--- src/rtl/mandel_result_writer.sv ---
// mandel_result_writer
//   Takes granted engine result words (x, y, iteration count) from the shared
//   result bus. Each word is bounds-checked and registered (S1). It is then
//   turned into a linear frame-buffer address and a pixel value and pushed
//   into a small FIFO (S2). A one-entry output register drives the frame RAM
//   write port with a valid/ready handshake. Committed pixels are counted,
//   and the last pixel of a frame raises a one-cycle frame_done pulse.
//
// Ports
//   clk_iCLK    engine clock, rising edge
//   iRST_N      synchronous active-low reset
//   in_valid    result word present on in_word
//   in_word     [26:17] x, [16:8] y, [7:0] iteration count
//   in_ready    block can take a word this cycle
//   frame_sync  one-cycle pulse at the start of a new frame
//   ram_addr    frame RAM write address (x + y*H_RES)
//   ram_data    pixel value
//   ram_we      write request (valid)
//   ram_ready   RAM accepts the write this cycle
//   pix_count   pixels committed in the current frame
//   frame_done  one-cycle pulse after the H_RES*V_RES-th commit
//   overflow    sticky: a word arrived while in_ready was low
//   oob_err     sticky: an out-of-range coordinate was received
module mandel_result_writer #(
  parameter int unsigned H_RES      = 640,
  parameter int unsigned V_RES      = 480,
  parameter int unsigned FIFO_DEPTH = 8,
  parameter int unsigned MAX_ITER   = 255
) (
  input  logic        clk_iCLK,
  input  logic        iRST_N,
  input  logic        in_valid,
  input  logic [26:0] in_word,
  output logic        in_ready,
  input  logic        frame_sync,
  output logic [18:0] ram_addr,
  output logic [7:0]  ram_data,
  output logic        ram_we,
  input  logic        ram_ready,
  output logic [18:0] pix_count,
  output logic        frame_done,
  output logic        overflow,
  output logic        oob_err
);

  localparam int unsigned PW = $clog2(FIFO_DEPTH);
  localparam int unsigned CW = PW + 1;

  localparam logic [9:0]  X_LIM    = 10'(H_RES);
  localparam logic [8:0]  Y_LIM    = 9'(V_RES);
  localparam logic [7:0]  ITER_LIM = 8'(MAX_ITER);
  localparam logic [18:0] LAST_PIX = 19'(H_RES * V_RES - 1);

  typedef enum logic {
    OUT_EMPTY,
    OUT_FULL
  } out_state_t;

  // Input decode
  logic [9:0] w_x;
  logic [8:0] w_y;
  logic [7:0] w_iter;
  logic       w_in_bounds;
  logic       accept;

  assign w_x    = in_word[26:17];
  assign w_y    = in_word[16:8];
  assign w_iter = in_word[7:0];

  assign w_in_bounds = (w_x < X_LIM) && (w_y < Y_LIM);
  assign accept      = in_valid & in_ready;

  // S1 register
  logic       s1_valid;
  logic [9:0] s1_x;
  logic [8:0] s1_y;
  logic [7:0] s1_iter;

  // The bounds check is made as the word enters S1, so an out-of-range word
  // never occupies S1 and never holds back in_ready.
  always_ff @(posedge clk_iCLK) begin
    if (!iRST_N) begin
      s1_valid <= 1'b0;
      s1_x     <= '0;
      s1_y     <= '0;
      s1_iter  <= '0;
    end else begin
      s1_valid <= accept & w_in_bounds;
      if (accept) begin
        s1_x    <= w_x;
        s1_y    <= w_y;
        s1_iter <= w_iter;
      end
    end
  end

  // S2: address and pixel mapping
  logic [18:0] s2_addr;
  logic [7:0]  s2_data;

  always_comb begin
    s2_addr = 19'(s1_x) + 19'(s1_y) * 19'(H_RES);
    s2_data = (s1_iter >= ITER_LIM) ? '0 : s1_iter;
  end

  // Result FIFO
  logic [26:0]   fifo_mem [FIFO_DEPTH];
  logic [PW-1:0] wr_ptr;
  logic [PW-1:0] rd_ptr;
  logic [CW-1:0] fifo_count;
  logic          fifo_empty;
  logic          push;
  logic          pop;

  assign push       = s1_valid;
  assign fifo_empty = (fifo_count == '0);

  // S1 plus FIFO never hold more than FIFO_DEPTH words, so a valid S1 always
  // finds a free slot.
  assign in_ready = (fifo_count + CW'(s1_valid)) < CW'(FIFO_DEPTH);

  always_ff @(posedge clk_iCLK) begin
    if (push) begin
      fifo_mem[wr_ptr] <= {s2_addr, s2_data};
    end
  end

  always_ff @(posedge clk_iCLK) begin
    if (!iRST_N) begin
      wr_ptr     <= '0;
      rd_ptr     <= '0;
      fifo_count <= '0;
    end else begin
      if (push) begin
        wr_ptr <= wr_ptr + PW'(1);
      end
      if (pop) begin
        rd_ptr <= rd_ptr + PW'(1);
      end
      unique case ({push, pop})
        2'b10:   fifo_count <= fifo_count + CW'(1);
        2'b01:   fifo_count <= fifo_count - CW'(1);
        default: fifo_count <= fifo_count;
      endcase
    end
  end

  // Output register
  out_state_t state;
  out_state_t next_state;
  logic       commit;

  assign ram_we = (state == OUT_FULL);
  assign commit = ram_we & ram_ready;

  always_ff @(posedge clk_iCLK) begin
    if (!iRST_N) begin
      state <= OUT_EMPTY;
    end else begin
      state <= next_state;
    end
  end

  always_comb begin
    next_state = state;
    pop        = 1'b0;
    unique case (state)
      OUT_EMPTY: begin
        if (!fifo_empty) begin
          pop        = 1'b1;
          next_state = OUT_FULL;
        end
      end
      OUT_FULL: begin
        // Refill on the commit edge keeps writes back-to-back.
        if (commit) begin
          if (!fifo_empty) begin
            pop = 1'b1;
          end else begin
            next_state = OUT_EMPTY;
          end
        end
      end
      default: next_state = OUT_EMPTY;
    endcase
  end

  always_ff @(posedge clk_iCLK) begin
    if (!iRST_N) begin
      ram_addr <= '0;
      ram_data <= '0;
    end else if (pop) begin
      {ram_addr, ram_data} <= fifo_mem[rd_ptr];
    end
  end

  // Pixel counter and frame completion
  always_ff @(posedge clk_iCLK) begin
    if (!iRST_N) begin
      pix_count  <= '0;
      frame_done <= 1'b0;
    end else begin
      frame_done <= 1'b0;
      if (frame_sync) begin
        // A commit on the sync edge is the first pixel of the new frame.
        pix_count <= commit ? 19'd1 : 19'd0;
      end else if (commit) begin
        if (pix_count == LAST_PIX) begin
          pix_count  <= '0;
          frame_done <= 1'b1;
        end else begin
          pix_count <= pix_count + 19'd1;
        end
      end
    end
  end

  // Sticky error flags
  always_ff @(posedge clk_iCLK) begin
    if (!iRST_N) begin
      overflow <= 1'b0;
      oob_err  <= 1'b0;
    end else begin
      if (in_valid && !in_ready) begin
        overflow <= 1'b1;
      end
      if (accept && !w_in_bounds) begin
        oob_err <= 1'b1;
      end
    end
  end

endmodule

--- config.mk ---
export PLATFORM = sky130hd
export DESIGN_NAME = mandel_result_writer
export DESIGN_NICKNAME = d
export VERILOG_FILES = /design/src/rtl/mandel_result_writer.sv
export SDC_FILE = /design/constraint.sdc
export NUM_CORES = 1
export LEC_CHECK = 0
export CORE_MARGIN = 1.5
export CORE_UTILIZATION = 30
export DETAILED_ROUTE_END_ITERATION = 6
export GPL_TIMING_DRIVEN = 0
export HOLD_SLACK_MARGIN = 0.12
export PLACE_DENSITY = 0.49
export SYNTH_ARGS = -nofsm -noshare
export SYNTH_HDL_FRONTEND = slang
export SYNTH_SLANG_ARGS = --single-unit
--- constraint.sdc ---
create_clock -name clk_iCLK -period 4.5 [get_ports clk_iCLK]
set_input_delay 0.45 -clock clk_iCLK [delete_from_list [all_inputs] [get_ports clk_iCLK]]
set_output_delay 0.45 -clock clk_iCLK [all_outputs]
set_load 0.01 [all_outputs]
# Word-level counts from Yosys, hierarchy flattened
# Memories as Yosys holds them, arrays and structs flattened. A register that Yosys moved wholly into a read port is not among the register bits.
# Index checks and enable logic that the tools add are counted.
[classes]
n_mux = 14
magnitude_cmp = 4
bitwise_logic = 6
n_reduce_logical = 10
n_mul = 1
addsub = 7
eq_ne = 3
[op_table]
columns = ["cell", "n"]
rows = [
  ["$mux W19", 3],
  ["$add A10 B19 Y19", 1],
  ["$add A19 B1 Y19 const B", 1],
  ["$eq A19 B19 Y1 const B", 1],
  ["$mul A9 B3 Y12 const B", 1],
  ["$lt A10 B10 Y1 const B", 1],
  ["$lt A9 B9 Y1 const B", 1],
  ["$ge A8 B8 Y1 const B", 1],
  ["$mux W8", 1],
  ["$pmux W4 S2", 1],
  ["$mux W1", 7],
  ["$add A3 B1 Y3 const B", 2],
  ["$add A4 B1 Y4", 1],
  ["$add A4 B1 Y4 const B", 1],
  ["$logic_not A4 Y1", 1],
  ["$lt A4 B4 Y1 const B", 1],
  ["$pmux W1 S2", 2],
  ["$reduce_bool A2 Y1", 2],
  ["$sub A4 B1 Y4 const B", 1],
  ["$and A1 B1 Y1", 3],
  ["$logic_and A1 B1 Y1", 3],
  ["$logic_not A1 Y1", 3],
  ["$not A1 Y1", 3],
  ["$reduce_or A3 Y1", 1],
  ["2 further kinds", 2],
]
[totals]
inputBits = 32
reg_bits = 61
ram_bits = 216
memories = 1
word_cells = 58
[memory_table]
columns = ["memory", "words", "word_bits", "read_ports", "rd_clocked_by_memory_dff", "wr", "line", "source"]
rows = [
  ["fifo_mem", 8, 27, 1, 1, 1, "107", "logic [26:0] fifo_mem [FIFO_DEPTH];"],
]

# Logic depth before layout (Yosys ltp)
# Gate-level depths: netlist of run 1.
[logic_depth]
depth_word = 6
ltp_mapped = 11
depth_no_buf = 9

# Worst setup path after synthesis of run 1
# Ideal clock, no wire load.
[synth_path]
path_type = "flip-flop to flip-flop"
startpoint = "reg s1_valid (netlist: push)"
endpoint = "mem fifo_mem[0][0], enable pin"
path_stages_with_launch = 3
synth_period_minus_slack_ns = 2.852
setup_slack_ns = 1.648
t_arrival_ns = 2.407
path_cell_list = "dfxtp_1 > nand2b_1 > nor3_1"
[synth_between]
elab_chain_cells = 2
[synth_lines]
columns = ["element", "line", "source"]
rows = [
  ["from (decl)", "74", "logic s1_valid;"],
  ["from (signal assigned)", "88", "s1_valid <= accept & w_in_bounds;"],
  ["$mux W1", "123", "if (push) begin"],
  ["$mux W1 (not written as such)", "124", "fifo_mem[wr_ptr] <= {s2_addr, s2_data};"],
  ["to (decl)", "107", ""],
]
# Every way passes these cells.

# Worst setup path in the final report of run 1
[layout_path]
startpoint = "in ram_ready"
endpoint = "reg fifo_count[3]"
[layout_between]
elab_chain_cells = 5
elab_cells_between_ends = 7
[layout_lines]
columns = ["element", "line", "source"]
rows = [
  ["from (decl)", "39", "input logic ram_ready,"],
  ["$and A1 B1 Y1 (*)", "154", "assign commit = ram_we & ram_ready;"],
  ["$mux W1 (*)", "176", "if (commit) begin"],
  ["$pmux W1 S2 (*)", "167", "unique case (state)"],
  ["$eq A2 B1 Y1 / $eq A2 B2 Y1 (equally long branches)", "140", "unique case ({push, pop})"],
  ["$pmux W4 S2 / $reduce_bool A2 Y1 (equally long branches)", "--", ""],
  ["to (signal assigned)", "141", "2'b10: fifo_count <= fifo_count + CW'(1);"],
  ["to (signal assigned)", "142", "2'b01: fifo_count <= fifo_count - CW'(1);"],
  ["to (signal assigned)", "143", "default: fifo_count <= fifo_count;"],
  ["to (decl)", "110", "logic [CW-1:0] fifo_count;"],
]
# Every way passes the cells marked *; elsewhere a longest branch is shown, timed or not.
# A chain may end at the register's enable or synchronous reset.

==> results of run 1 <==
[per-stage QoR]
stage / utilization / power [W] / instance area [sq um] / TNS [ns]
floorplan: - / 0.00468 / 12100 / 0
global placement: 0.341 / 0.00548 / 13600 / -40.16
CTS: 0.374 / 0.00812 / 14900 / 0
detailed placement: 0.348 / 0.00551 / 13900 / 0
global route: 0.374 / 0.00842 / 14900 / 0
finish: 0.374 / 0.00800 / 14900 / 0
[flip-flops by register name (all words and copies together) (netlist names)]
| signal | flops |
|---|---|
| pix_count | 19 |
| s1_iter | 8 |
| rd_ptr | 3 |
| ram_addr | 19 |
| s1_y | 9 |
| fifo_count | 4 |
| oob_err | 1 |
| s1_x | 10 |
| ram_we | 1 |
| overflow | 1 |
| fifo_mem | 216 |
| frame_done | 1 |
| push | 1 |
| ram_data | 8 |
| wr_ptr | 3 |
[worst min-delay path, stage by stage, from the launching register on]
cell,delay (ns)
dfxtp_1,0.31
nand2_1,0.05
a21oi_1,0.05
[cell families after synthesis]
kind of cell,Yosys count,synth area share
buf+inv,46,0.0158
flops,304,0.681
compound gates,92,0.0470
xor+xnor,34,0.0258
mux,83,0.124
fa+ha+maj,26,0.0287
simple gates,209,0.0774
[per-layer routing]
| layer | share of wire | wire length [um] | up-vias |
|---|---|---|---|
| met3 | 0.044 | 1280 | 39 |
| met5 | 0 | 0 | - |
| li1 | - | - | 3282 |
| met1 | 0.48 | 13900 | 3489 |
| met4 | 0.018 | 533 | 0 |
| met2 | 0.46 | 13400 | 151 |
[placed cells by master (no fill, tap or decap), types with 8 or more instances in the layout]
| cell type | instances |
|---|---|
| a211oi_1 | 28 |
| clkdlybuf4s50_1 | 82 |
| dfxtp_1 | 88 |
| inv_1 | 10 |
| ha_1 | 23 |
| nor2b_1 | 11 |
| buf_2 | 9 |
| clkbuf_1 | 35 |
| a21oi_1 | 43 |
| edfxtp_1 | 216 |
| xnor2_1 | 15 |
| nor2_1 | 66 |
| clkbuf_16 | 37 |
| nand3_1 | 14 |
| mux2i_1 | 29 |
| mux4_2 | 54 |
| xor2_1 | 18 |
| buf_6 | 8 |
| nand2_1 | 73 |
[worst max path at each step]
stage | start | end | slack (ns) | cells past startpoint
3_5_place_dp | ram_ready | fifo_count[3] | 0.31 | 12
5_1_grt | ram_ready | fifo_count[3] | 0.55 | 12
4_1_cts | ram_ready | fifo_count[3] | 0.84 | 12
2_1_floorplan | push | fifo_mem[0][0] | 1.65 | 2
3_3_place_gp | push | fifo_mem[1][26] | -0.75 | 2
6_report | ram_ready | fifo_count[3] | 0.89 | 12
[power groups by stage]
stage                     logic [W]  registers [W]  clock network, W
after detailed placement    0.00204        0.00347                 0
after floorplan             0.00121        0.00348                 0
final                       0.00198        0.00341           0.00261
after CTS                   0.00204        0.00341           0.00267
after global routing        0.00221        0.00344           0.00278
after global placement      0.00201        0.00347                 0
[layout make-up]
| class | instances | area, sq um | area share |
|---|---|---|---|
| flip-flops and latches | 304 | 8250 | 0.554 |
| multi-input cells | 444 | 3730 | 0.250 |
| repair buffers | 96 | 1030 | 0.0695 |
| clock buffers | 50 | 985 | 0.0661 |
| well taps | 525 | 657 | 0.0441 |
| plain buffers | 35 | 150 | 0.0101 |
| clock inverters | 11 | 51.3 | 0.00344 |
| inverters | 11 | 41.3 | 0.00277 |
==> Flow_metrics.wiki, run 1 <==
{| class="wikitable"
! Metric !! Value
|-
| CTS-repair resized insts || 0
|-
| Post-synthesis to final-layout area growth || 23.0%
|-
| Final Hold Vio Count || 0
|-
| Post-synthesis async set-or-reset flop share || 0
|-
| Overall overflow remaining after global route || 0
|-
| Worst hold path type || flip-flop to flip-flop
|-
| Final worst hold slack || 0.461 ns
|-
| Final critical path time including I/O delays and setup || approximately 3.6 ns
|-
| Crit start category || primary input
|-
| Area share of the largest cell type after synthesis || 0.535
|-
| Antenna diode count || 0
|-
| Largest clock skew in the final design || 0.0117 ns
|-
| Most frequently used cell type in the post-synthesis netlist || edfxtp_1
|-
| Series of cell instances along the critical path || clkdlybuf4s50_1 -> nand2b_1 -> nor2b_1 -> clkbuf_1 -> clkbuf_1 -> ha_1 -> ha_1 -> a21o_1 -> a21oi_1 -> xnor2_1 -> or3_1 -> a21oi_1
|-
| Number of nets still failing antenna checks after routing || 0
|-
| Period utilisation layout || 0.801
|-
| Seq/Total Area, Yosys || 0.681
|-
| Required @ worst endpoint || 4.92 ns
|-
| Clock transition at the register clock pins on the worst setup and hold paths after CTS || 0.05 ns
|-
| Setup slack after placement || roughly 0.31 ns
|-
| Max Freq || between 200 and 300 MHz
|-
| Critical path arrival || slightly above 4 ns
|-
| Critical path buffers and inverters || 3
|-
| Net count after synthesis || 852
|-
| Maximum number of pins on one net before global-route repair || 21
|-
| Layout cell share with drive strength beyond 1 || 0.143
|-
| Via-per-instance ratio || about 4.7
|-
| Number of placed instances with taps included || about 1400
|-
| Post-Layout Cell Count || ~1500
|-
| Number of vias in the routed layout || 6961
|-
| Power density cells || roughly 540 mW/mm^2
|-
| WS Path Type || primary input to flip-flop
|-
| Largest driver fanout on the critical path || 10
|-
| Post-DP HPWL || 19.3 mm
|-
| Final-layout fill cell count || roughly 3900
|-
| Core Box Area || ~0.040 sq mm
|-
| Pre-Repair DR Iteration Count || 5
|-
| WHS Endpoint || s1_x[9]
|-
| LEAKAGE || slightly below 5 nW
|-
| CP endpoint kind || flip-flop
|-
| Number of remaining DRC errors || 0
|-
| Chip height || 204 um
|-
| Worst setup margin || 0.894 ns
|-
| Max_slew headroom || 0.352
|-
| Startpoint of the worst register-to-register path || fifo_count[0]
|-
| Synthesized netlist cell count || between 700 and 800
|-
| Max Transition Viols Final || 0
|-
| Cell count of the worst reg-to-reg path || 11
|-
| Average wire per cell in the routed design || between 15 and 20 um
|-
| Die outline area || 0.0416 sq mm
|-
| Detailed router's first-iteration violation count || ~430
|-
| Total of buffers placed on input and output ports || roughly 80
|-
| Yosys top cell by area || edfxtp_1
|-
| Starting utilization of the core area || 0.304
|-
| First-pass GRT wire length || around 44 mm
|-
| Post-CTS setup buffer count || 0
|-
| P_sw || between 0.002 and 0.0025 W
|-
| Post-synthesis average cell area || between 15 and 20 sq um
|-
| Number of enable flip-flop cells after synthesis || 216
|-
| Internal power component || 0.00564 W
|-
| GR Util met3 || 0.0238
|-
| Worst supply voltage drop on vdd || between 0.2 and 0.25 mV
|-
| Slew at the pin closest to its max-slew limit || between 0.9 and 1 ns
|-
| Dominant delay contributor by cell family on the critical path || buffers and inverters
|-
| Maximum clock insertion buffer count || 3
|-
| Reported max-cap violation count || 0
|-
| Combinational fraction of design power || 0.248
|-
| Ys Warns || 0
|-
| Combined area of all synthesized cells || roughly 0.012 sq mm
|-
| Share of total power consumed by net switching || 0.295
|-
| Unrepaired setup endpoints after global routing || no
|-
| Number of nets at the end of the flow || 985
|-
| Netlist cell types || 43
|-
| Number of setup violations in the final report || 0
|-
| Clock power share || 0.326
|-
| Worst R2R End || fifo_count[3]
|-
| Clock root buffer || clkbuf_16
|-
| H-tree depth || 2
|-
| Internal reg-to-reg setup slack || 1.05 ns
|-
| Predominant post-synthesis flop cell || edfxtp_1
|-
| Cell types occupying the most area after synthesis || edfxtp_1, dfxtp_1, mux4_2
|-
| Flops & latches, synth || between 300 and 400
|-
| Clock tree from TritonCTS || yes
|-
| Placer Congestion || ~0.76
|-
| Total wire length || 29.1 mm
|-
| Global-route track usage on met1 || 0.200
|-
| Worst Hold Launch || s1_x[9]
|-
| Ranking of synthesized cells by instance count || edfxtp_1, dfxtp_1, nand2_1, nor2_1, mux4_2
|-
| Share of power burned in registers || 0.426
|-
| Global-route usage over all layers || 0.142
|-
| Boundary Pins || 83
|-
| Hold-critical path depth || 2
|-
| Number of hold buffers added after cts || 0
|-
| Peak-usage layer in the global routing report || met2
|-
| GR Layer Usage met2 || 0.228
|-
| Slowest-stage cell, CP || clkbuf_1
|-
| Status || completed
|-
| Site Rows || 73
|-
| Clock latency reported for the late side of the worst-skew pair || 0.50 ns
|-
| Clock Sink Count || about 300
|-
| Antenna violations before repair || 0
|-
| Horizontal extent of the die || just over 200 um
|-
| TritonCTS Buffers || 35
|-
| Via count of the first global-routing pass || approximately 7200
|-
| Largest stage delay on the critical path || 0.58 ns
|}
Note: power is estimated with default switching activity, not from simulation.
==> run 2: changes to the inputs <==
- clock period: 4.5 -> 3.35 ns (I/O delays scaled with it)
==> run 2 against run 1 <==
  * Cell area is essentially flat
  * Wire length is essentially flat
  * Core utilization is essentially flat
  * Sequential power grew 34%
  * Critical endpoint is now fifo_mem[5][24]
==> Flow_metrics.wiki, run 2 (synthesis gave the netlist of run 1 again) <==
{| class="wikitable"
! Metric !! Value
|-
| WS Path Type || flip-flop to flip-flop
|-
| Post-Route Utilization || 0.374 (about the same)
|-
| Final worst hold slack || 0.387 ns (-0.0747 ns)
|-
| Clock Sink Count || 304 (unchanged)
|-
| Boundary Pins || 83 (unchanged)
|-
| Maximum number of pins on one net before global-route repair || 21 (unchanged)
|-
| Power density cells || 722 mW/mm^2 (+34%)
|-
| H-tree depth || 2 (unchanged)
|-
| Number of remaining DRC errors || 0 (unchanged)
|-
| Final critical path time including I/O delays and setup || 3.10 ns
|-
| Largest reg by FF count || fifo_mem
|-
| Reported max-cap violation count || 0 (unchanged)
|-
| TritonCTS Buffers || 35 (unchanged)
|-
| Placer Congestion || 0.755 (unchanged)
|-
| Total wire length || 29.1 mm (about the same)
|-
| Number of nets still failing antenna checks after routing || 0 (unchanged)
|-
| Number of vias in the routed layout || 6948 (-0.19%)
|-
| Core Box Area || 0.0398 sq mm (unchanged)
|-
| Period utilisation layout || 0.926
|-
| Max_slew headroom || 0.354 (+0.00205)
|-
| Post-synthesis to final-layout area growth || 23.1% (about the same)
|-
| Clock transition at the register clock pins on the worst setup and hold paths after CTS || 0.06 ns (about the same)
|-
| Via-per-instance ratio || 4.71 (-0.19%)
|-
| Final Hold Vio Count || 0 (unchanged)
|-
| Largest clock skew in the final design || 0.0110 ns (-0.000733 ns)
|-
| Average wire per cell in the routed design || 19.7 um (about the same)
|-
| Worst supply voltage drop on vdd || 0.281 mV (+34%)
|-
| CP endpoint kind || flip-flop
|-
| Number of hold buffers added after cts || 0 (unchanged)
|-
| Share of power burned in registers || 0.426 (about the same)
|-
| Global-route usage over all layers || 0.142 (unchanged)
|-
| Detailed router's first-iteration violation count || 416 (-2.1%)
|-
| Number of placed instances with taps included || 1415 (unchanged)
|-
| Number of setup violations in the final report || 0 (unchanged)
|-
| Max Transition Viols Final || 0 (unchanged)
|-
| Final-layout fill cell count || 3855 (-0.078%)
|-
| Required @ worst endpoint || 3.56 ns (-1.36 ns)
|-
| Share of total power consumed by net switching || 0.295 (about the same)
|-
| Multi-input gate area in the final layout || 0.00374 sq mm (+0.27%)
|-
| Antenna violations before repair || 0 (unchanged)
|-
| Most common cell after layout, fill and taps aside || edfxtp_1
|-
| Chip height || 204 um (unchanged)
|-
| Max reg flops || 216 (unchanged)
|-
| Antenna diode count || 0 (unchanged)
|-
| Area taken by flip-flops and latches || 0.00825 sq mm (unchanged)
|-
| Site Rows || 73 (unchanged)
|-
| Critical path arrival || 3.31 ns (-0.72 ns)
|-
| Worst hold path type || primary input to flip-flop
|-
| Combinational fraction of design power || 0.248 (about the same)
|-
| Clock root buffer || clkbuf_16
|-
| P_sw || 0.00317 W (+35%)
|-
| Post-CTS setup buffer count || 0 (unchanged)
|-
| Die outline area || 0.0416 sq mm (unchanged)
|-
| Starting utilization of the core area || 0.304 (unchanged)
|-
| Clock tree from TritonCTS || yes
|-
| Number of nets at the end of the flow || 985 (unchanged)
|-
| Status || completed
|-
| Clock power share || 0.326 (about the same)
|-
| Overall overflow remaining after global route || 0 (unchanged)
|-
| Slew at the pin closest to its max-slew limit || 0.969 ns (-0.00308 ns)
|-
| Clock latency reported for the late side of the worst-skew pair || 0.50 ns (about the same)
|-
| Post-route total power || 0.0108 W (+35%)
|-
| Horizontal extent of the die || 204 um (unchanged)
|-
| First-pass GRT wire length || 44.0 mm (unchanged)
|-
| Crit start category || flip-flop
|-
| Pre-Repair DR Iteration Count || 4 (-1)
|-
| Max Freq || about 320 MHz
|-
| Layout cell share with drive strength beyond 1 || 0.147 (+0.00421)
|-
| Maximum clock insertion buffer count || 3 (unchanged)
|-
| LEAKAGE || 4.94 nW (+0.15%)
|-
| Largest driver fanout on the critical path || 8 (-2)
|-
| Aggregate negative setup slack || 0 ns (unchanged)
|-
| Via count of the first global-routing pass || 7188 (unchanged)
|-
| Post-DP HPWL || 19.3 mm (unchanged)
|-
| Biggest regs || fifo_mem: 216 flops, pix_count: 19 flops, ram_addr: 19 flops
|-
| Internal power component || 0.00759 W (+35%)
|-
| Post-Layout Cell Count || 1476 (unchanged)
|-
| Total of buffers placed on input and output ports || 82 (unchanged)
|-
| Leading cell types in the layout, fill and taps excluded || edfxtp_1, dfxtp_1, clkdlybuf4s50_1, nand2_1, nor2_1
|}
[run 2: cell count changes in the layout (fill, tap and decap cells not counted)]
cell	change
nor4_2	+1
clkbuf_1	-2
nor4_1	-1
a21oi_1	-1
clkbuf_2	+2
a21oi_2	+1
[run 2: worst paths after layout]
| path | depth (start not counted) | slack, ns | startpoint | endpoint |
|---|---|---|---|---|
| setup reg to reg | 9 | 0.25 | s1_y[1] | fifo_mem[5][24] |
| hold reg to reg | 2 | 0.46 | s1_x[9] | s1_x[9] |
| setup / recovery | 9 | 0.25 | s1_y[1] | fifo_mem[5][24] |
| hold / removal | 3 | 0.39 | in_word[11] | s1_y[3] |
[run 2: stage by stage]
step,setup slack (ns),cell area [sq um]
finish,0.247,14900
global route,-0.0126,14900
CTS,0.0360,14900
detailed placement,-0.721,13900
global placement,-1.90,13600
floorplan,0.498,12100
[run 2: layout make-up]
cell class	instances	area share
multi-input combinational	444	0.251
sequential	304	0.553
tap	525	0.0441
clock inverter	11	0.00344
buffer	35	0.0102
inverter	11	0.00277
timing repair buffer	96	0.0694
clock buffer	50	0.0661
[run 2: critical path, stage by stage (launching register included)]
cell and delay (ns):
dfxtp_1 0.41, ha_1 0.27, ha_1 0.23, fa_1 0.40
a21o_1 0.21, a21oi_1 0.18, xnor2_1 0.21, and3_1 0.29
nand2_1 0.09, xnor2_1 0.53
[run 2: what timing repair did]
item / in CTS / in global routing
gates cloned: 0 / 0
setup endpoints to repair: 1 / 9
gates resized for setup: 1 / 4
[run 2: routing by layer]
layer  routed length [um]  vias up  track usage
li1                     -     3282            -
met1                13900     3482        0.200
met2                13400      147        0.228
met3                 1240       37       0.0238
met4                  532        0       0.0352
met5                    0        -            0
[run 2: power groups by stage]
stage / clock [W] / combinational, W / sequential (W)
6_report: 0.00351 / 0.00267 / 0.00458
2_1_floorplan: 0 / 0.00162 / 0.00467
4_1_cts: 0.00358 / 0.00275 / 0.00458
5_1_grt: 0.00373 / 0.00297 / 0.00462
3_5_place_dp: 0 / 0.00274 / 0.00466
3_3_place_gp: 0 / 0.00270 / 0.00466
==> run 3: changes to the inputs <==
- SKIP_LAST_GASP: default -> 1
==> results of run 3 <==
The final DEF is identical to that of run 2; final timing and power are the same.
